### config.mk
export PLATFORM = sky130hd
export DESIGN_NAME = innings_scorer
export DESIGN_NICKNAME = d
export VERILOG_FILES = /design/src/rtl/cricket_pkg.sv /design/src/rtl/ball_decoder.sv /design/src/rtl/innings_scorer.sv
export SDC_FILE = /design/constraint.sdc
export NUM_CORES = 1
export LEC_CHECK = 0
export CORE_MARGIN = 2
export CORE_UTILIZATION = 48
export DETAILED_ROUTE_END_ITERATION = 6
export PLACE_DENSITY = 0.74
export SLEW_MARGIN = 20
export SYNTH_ARGS = -nofsm -noshare
export SYNTH_HDL_FRONTEND = slang
export SYNTH_HIERARCHICAL = 1
export SYNTH_SLANG_ARGS = --single-unit
### constraint.sdc
create_clock -name clk_fpga -period 3.6 [get_ports clk_fpga]
set_input_delay 0.54 -clock clk_fpga [delete_from_list [all_inputs] [get_ports clk_fpga]]
set_output_delay 0.54 -clock clk_fpga [all_outputs]
set_load 0.05 [all_outputs]
### src/rtl/cricket_pkg.sv
// Shared types and outcome-code boundaries
// for the two-innings scoring engine.
package cricket_pkg;

  typedef enum logic [1:0] {
    INN1  = 2'd0,
    BREAK = 2'd1,
    INN2  = 2'd2,
    DONE  = 2'd3
  } state_t;

  typedef enum logic [1:0] {
    RES_NONE  = 2'b00,
    RES_FIRST = 2'b01,
    RES_CHASE = 2'b10,
    RES_TIE   = 2'b11
  } result_t;

  localparam logic [3:0] OC_DOT_MAX = 4'd2;
  localparam logic [3:0] OC_ONE_MAX = 4'd6;
  localparam logic [3:0] OC_TWO_MAX = 4'd9;
  localparam logic [3:0] OC_THREE   = 4'd10;
  localparam logic [3:0] OC_FOUR    = 4'd11;
  localparam logic [3:0] OC_SIX     = 4'd12;
  localparam logic [3:0] OC_WIDE    = 4'd13;
  localparam logic [3:0] OC_NOBALL  = 4'd14;
  localparam logic [3:0] OC_WICKET  = 4'd15;

endpackage

### src/rtl/ball_decoder.sv
// Outcome code -> run value, legal flag, wicket.
// EXTRAS_EN enables wide / no-ball decoding.
module ball_decoder
  import cricket_pkg::*;
(
  input  logic [3:0] outcome,
  output logic [2:0] run_val,
  output logic       legal,
  output logic       wicket
);

  // Range decode of the random outcome code
  always_comb begin
    run_val = 3'd0;
    legal   = 1'b1;
    wicket  = 1'b0;
    unique case (1'b1)
      (outcome <= OC_DOT_MAX):
        run_val = 3'd0;
      (outcome > OC_DOT_MAX &&
       outcome <= OC_ONE_MAX):
        run_val = 3'd1;
      (outcome > OC_ONE_MAX &&
       outcome <= OC_TWO_MAX):
        run_val = 3'd2;
      (outcome == OC_THREE):
        run_val = 3'd3;
      (outcome == OC_FOUR):
        run_val = 3'd4;
      (outcome == OC_SIX):
        run_val = 3'd6;
      (outcome == OC_WIDE),
      (outcome == OC_NOBALL): begin
`ifdef EXTRAS_EN
        run_val = 3'd1;
        legal   = 1'b0;
`else
        run_val = 3'd0;
`endif
      end
      (outcome == OC_WICKET):
        wicket = 1'b1;
    endcase
  end

endmodule

### src/rtl/innings_scorer.sv
// Two-innings T20 scorer: FSM, counters, winner.
// EXTRAS_EN (in ball_decoder) enables wides/no-balls.
module innings_scorer
  import cricket_pkg::*;
#(
  parameter int MAX_OVERS      = 20,
  parameter int BALLS_PER_OVER = 6,
  parameter int MAX_WICKETS    = 10,
  parameter int RUN_W          = 8
) (
  input  logic             clk_fpga,
  input  logic             reset,
  input  logic             delivery,
  input  logic [3:0]       outcome,
  input  logic             next_innings,
  output logic [RUN_W-1:0] runs,
  output logic [3:0]       wickets,
  output logic [2:0]       balls,
  output logic [5:0]       overs,
  output logic [RUN_W:0]   target,
  output logic             innings,
  output logic             inning_over,
  output logic             game_over,
  output logic [1:0]       result
);

  localparam logic [2:0] BPO_M1 =
    3'(BALLS_PER_OVER - 1);
  localparam logic [3:0] WK_LIM =
    4'(MAX_WICKETS);
  localparam logic [5:0] OV_LIM =
    6'(MAX_OVERS);
  localparam logic [RUN_W:0] ONE = 1;

  state_t           state;
  logic             rst_hold;
  logic [2:0]       run_val;
  logic             legal;
  logic             wkt;
  logic [RUN_W:0]   run_sum;
  logic [RUN_W-1:0] runs_n;
  logic [RUN_W:0]   runs_x;
  logic [3:0]       wk_n;
  logic [2:0]       balls_n;
  logic [5:0]       overs_n;
  logic             over_end;
  logic             inn_end;
  logic             chased;
  logic             tied;

  ball_decoder u_dec (
    .outcome (outcome),
    .run_val (run_val),
    .legal   (legal),
    .wicket  (wkt)
  );

  // Post-ball counter values for the sampled delivery
  always_comb begin
    run_sum  = {1'b0, runs} +
               {{(RUN_W-2){1'b0}}, run_val};
    runs_n   = run_sum[RUN_W] ? '1
                              : run_sum[RUN_W-1:0];
    runs_x   = {1'b0, runs_n};
    wk_n     = wickets + {3'b000, wkt};
    over_end = legal && (balls == BPO_M1);
    balls_n  = balls;
    if (legal)
      balls_n = over_end ? 3'd0 : balls + 3'd1;
    overs_n  = overs + {5'b0, over_end};
    inn_end  = (wk_n == WK_LIM) ||
               (overs_n == OV_LIM);
    chased   = runs_x >= target;
    tied     = runs_x == (target - ONE);
  end

  // Hold the core idle for one edge after reset release
  always_ff @(posedge clk_fpga or posedge reset) begin
    if (reset) rst_hold <= 1'b1;
    else       rst_hold <= 1'b0;
  end

  // Innings sequencing, scoring and winner decision
  always_ff @(posedge clk_fpga or posedge reset) begin
    if (reset) begin
      state       <= INN1;
      runs        <= '0;
      wickets     <= '0;
      balls       <= '0;
      overs       <= '0;
      target      <= '0;
      innings     <= 1'b0;
      inning_over <= 1'b0;
      game_over   <= 1'b0;
      result      <= RES_NONE;
    end else if (!rst_hold) begin
      unique case (state)
        INN1, INN2: begin
          if (delivery) begin
            runs    <= runs_n;
            wickets <= wk_n;
            balls   <= balls_n;
            overs   <= overs_n;
            if (state == INN1) begin
              if (inn_end) begin
                target      <= runs_x + ONE;
                state       <= BREAK;
                inning_over <= 1'b1;
              end
            end else if (chased || inn_end) begin
              state       <= DONE;
              inning_over <= 1'b1;
              game_over   <= 1'b1;
              if (chased)    result <= RES_CHASE;
              else if (tied) result <= RES_TIE;
              else           result <= RES_FIRST;
            end
          end
        end
        BREAK: begin
          if (next_innings) begin
            runs        <= '0;
            wickets     <= '0;
            balls       <= '0;
            overs       <= '0;
            innings     <= 1'b1;
            inning_over <= 1'b0;
            state       <= INN2;
          end
        end
        DONE: begin
        end
      endcase
    end
  end

endmodule

==> impl_results.md <==
* Status: finished clean
* CTS H-tree lvls at 2
* Sw Pwr at about 0.001 W
* Clk_lat worst skew at roughly 0.3 ns
* Post-synthesis cell count at approximately 280
* CTS Buffer Depth at 2
* XOR/XNOR Fraction of Synth Area at under 10%
* CTS tree: yes
* F_max at ~0.29 GHz
* Hold slack at between 0.4 and 0.5 ns
* Core area at 5110 sq um
* Simple logic cell fraction of the synthesized area at between 15 and 20%
* Final clock skew at between 0.006 and 0.007 ns
* Vias in the first global route at about 2,300
* Post-CTS Hold Buffers at 0
* Unrepaired setup endpoints after global routing: yes
* Sw Share at ~44%
* DR vias/cell at around 5.4
* Seq pwr share at between 20 and 30%
* GP Congestion at 0.808
* # IOs at 43
* Fin area at 3600 sq um
* Synth warn at 6
* First-pass GRT wire length at approximately 11 mm
* Reg2reg path depth at 13
* Hold Path Class: flip-flop to flip-flop
* Maximum number of pins on one net before global-route repair at 38
* DRT Pass-1 Iters at 6
* Register area share after synthesis at between 30% and 40%
* N_diodes at 0
* Drt wl/cell at roughly 15 um
* DR DRC count at 0
* Initial Utilization at around 50%
* Rows at 26
* Root Driver: clkbuf_8
* Synth Area in Compound Gates at 18.0%
* Main combinational cell family by area after synthesis: simple AND/OR/NAND/NOR gates
* CP Capture Type: flip-flop
* Grt ovf at 0
* Max-cap violations at 0
* Placed cell areas at between 3000 and 4000 sq um
* NumNets Final at 393
* Final hold viol count at 0
* R2R setup slack at roughly 0.52 ns
* DIE WIDTH at approximately 77 um
* RR Startpoint: runs[0]
* DRT iter0 DRCs at ~120
* Int Pwr at between 0.001 and 0.0015 W
* Clk pwr share at roughly 17%
* Worst reg2reg endpoint: result[0]
* Initial antenna violation count at 0
* Routed WL at 6.52 mm
* Power per cell area at about 620 nW/um^2
* Top cell type's share of synthesized area at between 30% and 40%
* Fin crit share at 97.3%
* Worst VDD drop at ~0.44 mV
* Final Max Slew Viols at 0
* Slew @ Worst Pin at between 0.7 and 0.8 ns
* Gr usage total at roughly 23%
* TritonCTS buffer count at 5
* Count leader, synth: dfrtp_1
* Commonest cells post-synth: 36 x dfrtp_1, 35 x nand2_1, 26 x o21ai_0
* Hold Path Depth at 1
* Critical path data arrival time at between 3 and 4 ns
* Gate power share at a little under three fifths
* Adder-cell share of the synthesized area at 10.1%
* Startpoint Class: input port
* Mapped Avg Cell Area at 9.11 sq um
* Hold Crit Endpoint: game_over
* FFs w/ async S/R, synth at 100%
* Largest fanout on the critical path at 3
* Critical Path RT at between 3 and 4 ns
* Die area at approximately 5900 sq um
* #FFs+latches synth at 37
* Mapped cell area at between 2000 and 3000 sq um
* Post-synth cell types at 57
* Layout cells sized above 1 at around a quarter
* Top_reg_cell synth: dfrtp_1
* Endpoints failing setup at 0
* Worst Setup Path Type: input port to flip-flop
* Clock transition at path regs at roughly 0.080 ns
* Leak Pwr at 1.60 nW
* Antenna viol nets, final at 0
* Area Overhead vs Synth at 41.6%
* Synth Net Count at 307
* Worst hold start: game_over
* DP HPWL at ~4.4 mm
* Tmin final at approximately 3.5 ns
* Largest cells by area after synthesis: dfrtp_1 35%, ha_1 9.4%, xnor2_1 5.5%, nand2_1 5.2%, o21ai_0 5.1%
* Clock Sinks at 37
* Area leader, netlist: dfrtp_1
* Port bufs at 42
* DR vias at about 2,400
* Die Y at between 70 and 80 um
* Mux cell area share after synthesis at roughly 1.7%
* Rel. slew slack at approximately 53%
* Post-synth EDFFs at 0
through the flow:
step / TNS [ns] / cells / setup slack [ns] / utilization, % / total power, W
2_1_floorplan: -0.148 / 279 / -0.0746 / - / 0.00135
3_3_place_gp: -2.15 / 412 / -0.557 / 63.4 / 0.00175
3_5_place_dp: -2.89 / 412 / -0.711 / 63.4 / 0.00178
4_1_cts: 0 / 430 / 0.0408 / 67.7 / 0.00219
5_1_grt: -0.0352 / 436 / -0.0196 / 70.5 / 0.00237
6_report: 0 / 436 / 0.0976 / 70.5 / 0.00224
power groups by stage:
stage	logic (W)	clock network, W	registers (W)
finish	0.00127	0.000371	0.000600
CTS	0.00122	0.000377	0.000596
floorplan	0.000488	0	0.000863
detailed placement	0.00118	0	0.000599
global placement	0.00115	0	0.000598
global route	0.00137	0.000391	0.000614
worst max-delay path, stage by stage:
cell	delay, ns
buf_6	0.10
and4bb_2	0.21
a211o_1	0.30
ha_4	0.18
fa_2	0.40
a21o_4	0.23
a41o_1	0.26
o31ai_4	0.07
inv_2	0.09
ha_4	0.27
and4b_1	0.22
nand2_1	0.08
o21ai_2	0.06
a31oi_2	0.07
a211oi_2	0.28
mux2_4	0.33
flip-flops by register name (all words and copies together), names as in the netlist:
name / cells
target: 9
runs: 8
overs: 6
wickets: 4
balls: 3
result: 2
state: 2
game_over: 1
innings: 1
rst_hold: 1
cell type report:
cell class	instances	area, sq um
clock inverters	2	38.8
multi-input cells	214	1620
inverters	19	71.3
well taps	70	87.6
flip-flops and latches	37	927
fillers	392	1510
clock buffers	6	72.6
repair buffers	88	782
cells by family after synthesis:
logic type | after synthesis
other | 2
adder cells (fa/ha/maj) | 20
AND/OR/NAND/NOR | 97
AO/OA/AOI/OAI | 67
XOR/XNOR | 24
buffers and inverters | 28
multiplexers | 4
flip-flops | 37
cells in the final DEF (no fill, tap or decap), types with 3 or more instances in the layout:
| cell | netlist | final |
|---|---|---|
| nor3_1 | 5 | 3 |
| nor4_1 | 3 | 3 |
| dfrtp_1 | 36 | 36 |
| inv_2 | 0 | 3 |
| nor2_1 | 16 | 15 |
| or2_2 | 3 | 3 |
| or3_1 | 4 | 4 |
| inv_1 | 19 | 16 |
| clkdlybuf4s50_1 | 0 | 38 |
| xnor2_1 | 16 | 15 |
| xor2_1 | 7 | 7 |
| a22o_1 | 7 | 7 |
| a21o_1 | 3 | 3 |
| nand2b_1 | 4 | 4 |
| buf_4 | 1 | 43 |
| ha_4 | 0 | 3 |
| clkbuf_8 | 0 | 5 |
| nand3_1 | 9 | 8 |
| ha_1 | 19 | 15 |
| o21ai_1 | 4 | 5 |
| a21oi_1 | 8 | 6 |
| o21ai_0 | 26 | 23 |
| buf_6 | 2 | 7 |
| nand2_1 | 35 | 35 |
how the worst max path moves through the flow:
stage,from,to,cells after the start
3_3_place_gp,outcome[3],result[0],16
2_1_floorplan,outcome[2],game_over,15
6_report,outcome[1],result[0],16
5_1_grt,outcome[1],result[0],16
3_5_place_dp,outcome[2],result[0],15
4_1_cts,outcome[3],result[0],16
what timing repair did:
item | CTS | global route
setup endpoints to repair | 4 | 5
resized for setup | 27 | 22
pin swaps | 10 | 18
setup buffers | 10 | 7
routing by layer:
metal  up-vias  routed length [um]  track usage [%]
li1       1146                   -                -
met2        55                3200             38.3
met4         0                 142             7.45
met1      1145                2960             30.8
met3        15                 216             4.35
met5         -                   0                0
(Power assumes the default switching activity.)
